==> src/rtl/led_hc595_driver.sv <==
// led_hc595_driver
// Serialises a 16-bit LED pattern onto two daisy-chained 74HC595 shift
// registers. A frame is sent only when the pattern differs from the last one
// sent, when an update is forced, or once after reset. All 595 control pins
// are driven straight from flops so they cannot glitch.
module led_hc595_driver #(
    parameter int unsigned CLK_DIV = 2,
    parameter int unsigned LED_W   = 16
) (
    input  logic             clk,
    input  logic             rst_n,
    input  logic [LED_W-1:0] led_in,
    input  logic             force_update,
    output logic             ser,
    output logic             srclk,
    output logic             rclk,
    output logic             oe_n,
    output logic             busy,
    output logic             frame_done
);

    typedef enum logic [2:0] {
        ST_IDLE     = 3'd0,
        ST_SETUP    = 3'd1,
        ST_CLK_HI   = 3'd2,
        ST_LATCH_HI = 3'd3,
        ST_LATCH_LO = 3'd4,
        ST_DONE     = 3'd5
    } state_t;

    // Last divider count of a half-phase and index of the final bit.
    localparam logic [7:0] DIV_LAST = 8'(CLK_DIV - 1);
    localparam logic [3:0] BIT_LAST = 4'(LED_W - 1);

    state_t             state_r;
    logic [7:0]         div_r;
    logic [3:0]         bit_cnt_r;
    logic [LED_W-1:0]   shift_r;
    logic [LED_W-1:0]   last_sent_r;
    logic               pending_r;
    logic               first_frame_r;

    logic               start_s;
    logic               div_end_s;

    // A frame is due when the pattern moved, a resend was asked for (now or
    // during the previous frame), or nothing valid has been latched yet.
    assign start_s   = (led_in != last_sent_r) | force_update | pending_r | first_frame_r;
    assign div_end_s = (div_r == DIV_LAST);

    // Frame sequencer: owns every state register and every output pin.
    always_ff @(posedge clk or negedge rst_n) begin
        if (!rst_n) begin
            state_r       <= ST_IDLE;
            div_r         <= 8'd0;
            bit_cnt_r     <= 4'd0;
            shift_r       <= '0;
            last_sent_r   <= '0;
            pending_r     <= 1'b0;
            first_frame_r <= 1'b1;
            ser           <= 1'b0;
            srclk         <= 1'b0;
            rclk          <= 1'b0;
            oe_n          <= 1'b1;
            busy          <= 1'b0;
            frame_done    <= 1'b0;
        end else begin
            // Resend requests arriving while a frame is in flight collapse
            // into one pending flag that is honoured on return to IDLE.
            if ((state_r != ST_IDLE) && force_update) begin
                pending_r <= 1'b1;
            end

            case (state_r)
                ST_IDLE: begin
                    frame_done <= 1'b0;
                    rclk       <= 1'b0;
                    srclk      <= 1'b0;
                    if (start_s) begin
                        // Snapshot the pattern; later changes wait for the
                        // next IDLE comparison, so only the newest is sent.
                        shift_r       <= led_in;
                        last_sent_r   <= led_in;
                        pending_r     <= 1'b0;
                        first_frame_r <= 1'b0;
                        busy          <= 1'b1;
                        ser           <= led_in[LED_W-1];
                        div_r         <= 8'd0;
                        bit_cnt_r     <= 4'd0;
                        state_r       <= ST_SETUP;
                    end else begin
                        ser <= 1'b0;
                    end
                end

                ST_SETUP: begin
                    // ser already stable; raise srclk after a full half-phase.
                    if (div_end_s) begin
                        div_r   <= 8'd0;
                        srclk   <= 1'b1;
                        state_r <= ST_CLK_HI;
                    end else begin
                        div_r <= div_r + 8'd1;
                    end
                end

                ST_CLK_HI: begin
                    if (div_end_s) begin
                        div_r <= 8'd0;
                        srclk <= 1'b0;
                        if (bit_cnt_r == BIT_LAST) begin
                            rclk    <= 1'b1;
                            state_r <= ST_LATCH_HI;
                        end else begin
                            // ser moves together with the falling srclk edge,
                            // keeping it steady around each rising edge.
                            bit_cnt_r <= bit_cnt_r + 4'd1;
                            shift_r   <= {shift_r[LED_W-2:0], 1'b0};
                            ser       <= shift_r[LED_W-2];
                            state_r   <= ST_SETUP;
                        end
                    end else begin
                        div_r <= div_r + 8'd1;
                    end
                end

                ST_LATCH_HI: begin
                    if (div_end_s) begin
                        div_r   <= 8'd0;
                        rclk    <= 1'b0;
                        state_r <= ST_LATCH_LO;
                    end else begin
                        div_r <= div_r + 8'd1;
                    end
                end

                ST_LATCH_LO: begin
                    if (div_end_s) begin
                        // Valid data now sits in the 595 outputs: unblank.
                        div_r      <= 8'd0;
                        frame_done <= 1'b1;
                        busy       <= 1'b0;
                        ser        <= 1'b0;
                        oe_n       <= 1'b0;
                        state_r    <= ST_DONE;
                    end else begin
                        div_r <= div_r + 8'd1;
                    end
                end

                ST_DONE: begin
                    frame_done <= 1'b0;
                    state_r    <= ST_IDLE;
                end

                default: begin
                    state_r    <= ST_IDLE;
                    div_r      <= 8'd0;
                    bit_cnt_r  <= 4'd0;
                    ser        <= 1'b0;
                    srclk      <= 1'b0;
                    rclk       <= 1'b0;
                    busy       <= 1'b0;
                    frame_done <= 1'b0;
                end
            endcase
        end
    end

endmodule

==> config.mk <==
export PLATFORM = sky130hd
export DESIGN_NAME = led_hc595_driver
export DESIGN_NICKNAME = d
export VERILOG_FILES = /design/src/rtl/led_hc595_driver.sv
export SDC_FILE = /design/constraint.sdc
export NUM_CORES = 1
export LEC_CHECK = 0
export CORE_ASPECT_RATIO = 1.25
export CORE_UTILIZATION = 30
export CTS_BUF_LIST = sky130_fd_sc_hd__clkbuf_8
export DETAILED_ROUTE_END_ITERATION = 6
export GPL_TIMING_DRIVEN = 0
export PLACE_DENSITY = 0.44
export SYNTH_ARGS = -nofsm -noshare
export SYNTH_HDL_FRONTEND = slang
export SYNTH_SLANG_ARGS = --single-unit
==> constraint.sdc <==
create_clock -name clk -period 2.8 [get_ports clk]
set_clock_uncertainty 0.2 [all_clocks]
set_input_delay 0.84 -clock clk [delete_from_list [all_inputs] [get_ports clk]]
set_output_delay 0.84 -clock clk [all_outputs]
set_load 0.005 [all_outputs]
==> out/qor.txt, run 1 <==
Number of diodes added for antenna fixing -> 0
Worst EP required -> 2810 ps
Reg clk slew, reported paths -> 100 ps
Clock buffer count from CTS -> 5
Count of final hold-check violations -> 0
Time the final worst path needs with I/O delays and setup -> 2720 ps
Most frequent cell after synthesis -> sky130_fd_sc_hd__dfrtp_1
Count of unique library cells instantiated by Yosys -> 41
Number of global-route vias before repair -> 1976
Post-Route WL -> 6.14 mm
Largest cells by area after synthesis -> sky130_fd_sc_hd__dfrtp_1, sky130_fd_sc_hd__mux2_2, sky130_fd_sc_hd__mux2_4
Final period util -> 97.2%
Placement Cell Area -> 3220 um2
Worst Path Max Fanout -> 6
Worst-Margin Slew -> 845 ps
Sequential cell area fraction in the yosys report -> 48.1%
Placer's final routability congestion estimate -> 0.723
Total number of nets in the final design -> 305
FP Rows -> 39
Flip-flop and latch count after synthesis -> 54
Setup slack after layout -> 79.8 ps
Starting density of the core -> 30.8%
Final slew viol count -> 0
Internal reg-to-reg setup slack -> 170 ps
Power per standard cell area -> 1020 nW/um2
Worst max-slew margin expressed relative to the limit -> 43.4%
Number of setup violations in the final report -> 0
Endpoint class of the critical path -> flip-flop
Proportion of netlist area held by the largest area contributor -> 46.3%
Num ports -> 25
Status -> finished, final reports clean
Average wire per cell in the routed design -> 15.1 um
Type of origin of the critical path -> primary input
Leakage power figure -> 1.47 nW
Worst r2r path cells -> 8
Die Y-Extent -> 110 um
Synthesized area per cell -> 11.6 um2
Final Hold Slack -> 268 ps
H-Tree Depth -> 2
Post-synthesis cell type with the largest combined area -> sky130_fd_sc_hd__dfrtp_1
DP HPWL -> 4.33 mm
Async set-reset flop share out of synthesis -> 100%
Clock Root Buffer -> sky130_fd_sc_hd__clkbuf_8
Path class of the lowest-slack min-delay path -> reg -> reg
Number of synthesized flops with an enable pin -> 0
Detailed-router iteration count before antenna repair -> 4
Number of antenna violations at the first check in global routing -> 0
Leftover overflow at the end of global routing -> 0
WP data arrival -> 2730 ps
Wire length of the first global-routing pass -> 10.1 mm
Critical path endpoint -> shift_r[11]
Reg2Reg Capture Point -> shift_r[14]
Synthesized instance count -> 242
Highest clock rate -> 0.368 GHz
Worst Setup Path Type -> in -> reg
Clock Tree Buf Depth -> 2
Drt initial violations -> 51
Worst vdd ir -> 0.465 mV
Sum Neg Setup Slack -> 0 ps
Share of post-route cells with drive strength above 1 -> 26.8%
Horizontal extent of the die -> 88.6 um
Warnings from Yosys -> 0
Area delta synth->final -> 23.1%
Top FF cell, synth -> sky130_fd_sc_hd__dfrtp_1
Most used standard cells in the synthesized netlist -> sky130_fd_sc_hd__dfrtp_1, sky130_fd_sc_hd__mux2_2, sky130_fd_sc_hd__nand2_1, sky130_fd_sc_hd__xnor2_1, sky130_fd_sc_hd__nor2_1
Total nets after synthesis -> 264
Die Outline Area -> 9770 um2
Via total after detailed routing -> 1997
Count of input and output buffers -> 24
Placeable core region -> 9130 um2
Start point of the critical path -> led_in[4]
Count of clock tree sinks -> 54
Max capacitance violation total -> 0
Post-layout instance area -> 3460 um2
Routed via count divided by cell count -> 4.91
Detail Route Antenna Nets -> 0
Syn Std Cell Area -> 2810 um2
Pin count of the biggest net entering global routing -> 35
RR Startpoint -> div_r[1]
GRT Overall Usage -> 13.8%
TritonCTS clock tree -> yes
Residual DRC count -> 0
Power after layout -> 3.55 mW
Clock insertion delay at the later pin of the skew report -> 310 ps
Post-placement worst setup slack -> -587 ps
==> where the power goes <==
part / leakage, nW / switching (mW) / internal [mW]
Clock: 0.0626 / 0.264 / 0.289
Sequential: 0.657 / 0.223 / 1.10
Combinational: 0.752 / 0.754 / 0.914
Total: 1.47 / 1.24 / 2.31
==> flip-flops by register name, summed over array words and instances (netlist names) <==
name	count
bit_cnt_r	4
busy	1
div_r	8
first_frame_r	1
frame_done	1
last_sent_r	16
oe_n	1
pending_r	1
rclk	1
ser	1
shift_r	15
srclk	1
state_r	3
==> worst max-delay path, stage by stage <==
cell and delay, ps:
sky130_fd_sc_hd__clkdlybuf4s50_1 460, sky130_fd_sc_hd__xor2_1 200, sky130_fd_sc_hd__nor3_2 480, sky130_fd_sc_hd__a31oi_4 250, sky130_fd_sc_hd__buf_8 200, sky130_fd_sc_hd__mux2_4 290
==> how the worst min path moves through the flow <==
stage	to	from	slack [ps]	cells past startpoint
floorplan	oe_n	oe_n	250	1
global placement	oe_n	oe_n	250	1
detailed placement	oe_n	oe_n	250	1
CTS	oe_n	oe_n	270	1
global route	oe_n	oe_n	270	1
finish	oe_n	oe_n	270	1
==> placed cells by master (no fill, tap or decap), types with 4 or more instances in the layout <==
cell type,instances
sky130_fd_sc_hd__clkbuf_8,6
sky130_fd_sc_hd__nand2_1,14
sky130_fd_sc_hd__a31oi_1,5
sky130_fd_sc_hd__o22ai_1,4
sky130_fd_sc_hd__nor3_1,5
sky130_fd_sc_hd__dlymetal6s2s_1,4
sky130_fd_sc_hd__o21ai_0,5
sky130_fd_sc_hd__a21oi_1,12
sky130_fd_sc_hd__nand3_1,8
sky130_fd_sc_hd__mux2_4,10
sky130_fd_sc_hd__buf_4,8
sky130_fd_sc_hd__nor2_1,13
sky130_fd_sc_hd__clkdlybuf4s50_1,9
sky130_fd_sc_hd__inv_1,12
sky130_fd_sc_hd__mux2_2,34
sky130_fd_sc_hd__clkbuf_1,6
sky130_fd_sc_hd__dfrtp_1,52
sky130_fd_sc_hd__dlygate4sd2_1,9
sky130_fd_sc_hd__xnor2_1,14
==> per-stage QoR <==
step | util (%) | std cells
floorplan | - | 242
global placement | 35.1 | 389
detailed placement | 35.3 | 390
CTS | 37.5 | 405
global route | 37.9 | 407
finish | 37.9 | 407
==> layer usage <==
metal  global-route usage (%)  share of wire [%]  up-vias  wire length (um)
met4                     4.26               0.90        0                55
met3                     2.53                3.0        4               182
li1                         -                  -      954                 -
met5                        0                  0        -                 0
met1                     17.1                 46      992              2840
met2                     24.1                 50       47              3060
==> kinds of logic after synthesis <==
group           after synthesis  synth area share [%]
flops                        54                  48.1
buf+inv                      20                  3.47
simple gates                 55                  10.3
xor+xnor                     18                  5.60
fa+ha+maj                     3                  1.33
mux                          45                  19.3
compound gates               47                  11.9
==> layout make-up <==
cell class | count | area, um2
plain buffers | 9 | 60.1
well taps | 123 | 154
repair buffers | 34 | 342
multi-input cells | 168 | 1400
flip-flops and latches | 54 | 1350
fillers | 924 | 5660
clock buffers | 6 | 82.6
clock inverters | 2 | 33.8
inverters | 11 | 41.3
==> timing repair <==
item	CTS	global route
cloned	1	0
setup buffers	6	2
pin swaps	7	5
hold buffers	0	0
endpoints found under the setup margin	40	14
resized for setup	16	7
Note: power is estimated with default switching activity, not from simulation.
==> run 2, diff against run 1 <==
SETUP_SLACK_MARGIN = 0.15   (was default)
==> run 2 against run 1 <==
Sequential share of layout area shrank 0.98 points. Count of clock-buffer cells in the layout shrank 1. Via count shrank 0.80%. Power grew 1.5%. First-iteration DRC count shrank 3.9%. Register-to-register slack gained 80 ps. Maximum frequency grew 2.8%. Non-clock buffer count grew 4. Utilization grew 0.97 points. Largest cell class unchanged. Setup slack gained 75 ps.
==> out/qor.txt, run 2 (same netlist as run 1, synthesis figures left out) <==
Number of setup violations in the final report -> 0 (unchanged)
FP Rows -> 39 (unchanged)
Worst vdd ir -> 0.386 mV (-17%)
Leakage power figure -> 1.50 nW (+1.6%)
Via total after detailed routing -> 1981 (-0.80%)
Horizontal extent of the die -> 88.6 um (unchanged)
Worst-path cell with the longest stage delay -> sky130_fd_sc_hd__or4_4
CP top delay family -> simple AND/OR/NAND/NOR gates
Die Y-Extent -> 110 um (unchanged)
Part of the power in registers -> 37.0% (-0.4 points)
Number of logic stages on the critical path including buffering -> 8 (+2)
Number of antenna violations at the first check in global routing -> 0 (unchanged)
Hold Path Cell Cnt -> 1 (unchanged)
Worst path cell trace -> buf_8, xor2_2, or4_4, nor4_4, buf_4, a31oi_4, clkbuf_16, mux2_4
Most frequent standard cell in the layout excluding fill and tap cells -> sky130_fd_sc_hd__dfrtp_1
Area delta synth->final -> 26.2%
Die Outline Area -> 9770 um2 (unchanged)
Reg clk slew, reported paths -> 100 ps (about the same)
Unrepaired setup endpoints after global routing -> true
Path class of the lowest-slack min-delay path -> reg -> reg
Clock Tree Buf Depth -> 2 (unchanged)
Total number of nets in the final design -> 309 (+1.3%)
Count of final hold-check violations -> 0 (unchanged)
Worst Path Max Fanout -> 5 (-1)
Fillcell total -> 926 (+0.22%)
Count of input and output buffers -> 24 (unchanged)
H-Tree Depth -> 2 (unchanged)
Routed via count divided by cell count -> 4.82 (-1.8%)
DP HPWL -> 4.35 mm (+0.42%)
Largest stage delay, worst path -> 510 ps (+30 ps)
Combinational power share -> 48.1% (+1.1 points)
Post-Route WL -> 6.15 mm (+0.11%)
Cell-internal power -> 2.33 mW (+1.1%)
Wire length of the first global-routing pass -> 10.2 mm (+0.82%)
Power after layout -> 3.60 mW (+1.5%)
Largest regs -> last_sent_r x16, shift_r x15, div_r x8
Placement Cell Area -> 3220 um2 (unchanged)
Detailed-router iteration count before antenna repair -> 4 (unchanged)
Type of origin of the critical path -> primary input
WP data arrival -> 2650 ps (-80 ps)
Commonest cells after routing, fill and taps aside -> sky130_fd_sc_hd__dfrtp_1, sky130_fd_sc_hd__mux2_2, sky130_fd_sc_hd__nand2_1, sky130_fd_sc_hd__nor2_1
Worst EP required -> 2810 ps (about the same)
Worst Setup Path Type -> in -> reg
Count of clock tree sinks -> 54 (unchanged)
Number of global-route vias before repair -> 1978 (+0.10%)
Average wire per cell in the routed design -> 15.0 um (-0.86%)
Final slew viol count -> 0 (unchanged)
Final design utilization -> 38.9% (+0.97 points)
Residual DRC count -> 0 (unchanged)
Time the final worst path needs with I/O delays and setup -> 2650 ps (-74.9 ps)
TritonCTS clock tree -> yes
Setup slack after layout -> 155 ps (+74.9 ps)
Number of buffer and inverter instances along the worst setup path -> 3 (+1)
Hold-fix buffers, CTS -> 0 (unchanged)
Worst-Margin Slew -> 500 ps (-345 ps)
Flip-flop count of the largest register, all copies and words added -> 16 (unchanged)
Status -> finished, final reports clean
Clock buffer count from CTS -> 5 (unchanged)
Part of the power in the clock network -> 15.0% (-0.6 points)
Net switching share of the total power -> 35.2% (+0.24 points)
Worst max-slew margin expressed relative to the limit -> 66.4% (+23 points)
GRT Overall Usage -> 13.9% (+0.081 points)
Switching power of the nets -> 1.27 mW (+2.2%)
Number of diodes added for antenna fixing -> 0 (unchanged)
Worst r2r path cells -> 8 (unchanged)
Placeable core region -> 9130 um2 (unchanged)
Leftover overflow at the end of global routing -> 0 (unchanged)
Drt initial violations -> 49 (-3.9%)
Post-layout instance area -> 3550 um2 (+2.6%)
Power per standard cell area -> 1010 nW/um2 (-1.1%)
Placer's final routability congestion estimate -> 0.770 (+6.5%)
Share of post-route cells with drive strength above 1 -> 30.9% (+4.1 points)
Starting density of the core -> 30.8% (unchanged)
Max capacitance violation total -> 0 (unchanged)
Pin count of the biggest net entering global routing -> 37 (+5.7%)
Endpoint class of the critical path -> flip-flop
Detail Route Antenna Nets -> 0 (unchanged)
Post-placement worst setup slack -> -596 ps (-8.53 ps)
Clock Root Buffer -> sky130_fd_sc_hd__clkbuf_8
Biggest register -> last_sent_r
Num ports -> 25 (unchanged)
Final period util -> 94.5% (-2.7 points)
Highest clock rate -> 0.378 GHz (+2.8%)
Clock insertion delay at the later pin of the skew report -> 310 ps (about the same)
[run 2: layer usage]
| metal | wire length [um] | up-vias | global-route usage, % |
|---|---|---|---|
| li1 | - | 964 | - |
| met1 | 2920 | 982 | 18.3 |
| met2 | 2980 | 29 | 23.2 |
| met3 | 182 | 6 | 2.68 |
| met4 | 69 | 0 | 3.80 |
| met5 | 0 | - | 0 |
[run 2: worst paths after layout]
kind,startpoint,endpoint,slack (ps)
max in group asynchronous,rst_n,first_frame_r,1510
worst min-delay path,oe_n,oe_n,260
min in group asynchronous,rst_n,div_r[4],270
worst max-delay path,led_in[3],shift_r[13],150
worst max register to register,div_r[1],shift_r[13],250
worst min register to register,oe_n,oe_n,260
[run 2: repair_timing]
action,in CTS,in global routing
setup buffers,9,3
resized for setup,30,14
setup endpoints to repair,47,42
pin swaps,8,10
hold endpoints to repair,0,0
gates cloned,1,0
[run 2: cell type report]
cell class                 count  area [um2]  area share [%]
tap                          123         154            4.33
clock inverter                 3        40.0            1.13
clock buffer                   5        68.8            1.94
sequential                    54        1350            38.1
timing repair buffer          38         380            10.7
inverter                      11        41.3            1.16
buffer                         9        62.6            1.76
multi-input combinational    168        1450            40.8
[run 2: power by group through the flow]
stage                     combinational [mW]  sequential (mW)  clock (mW)
final                                   1.73             1.33       0.539
after global routing                    1.90             1.37       0.580
after CTS                               1.73             1.33       0.552
after detailed placement                1.57             1.33           0
after global placement                  1.55             1.33           0
after floorplan                         1.22             1.28           0
[run 2: metrics by stage]
| stage | hold WS, ps | std cells | setup TNS (ps) |
|---|---|---|---|
| final | 265 | 411 | 0 |
| after global placement | 246 | 389 | -85400 |
| after global routing | 288 | 411 | 0 |
| after CTS | 268 | 408 | 0 |
| after detailed placement | 250 | 390 | -22350 |
| after floorplan | 250 | 242 | 0 |
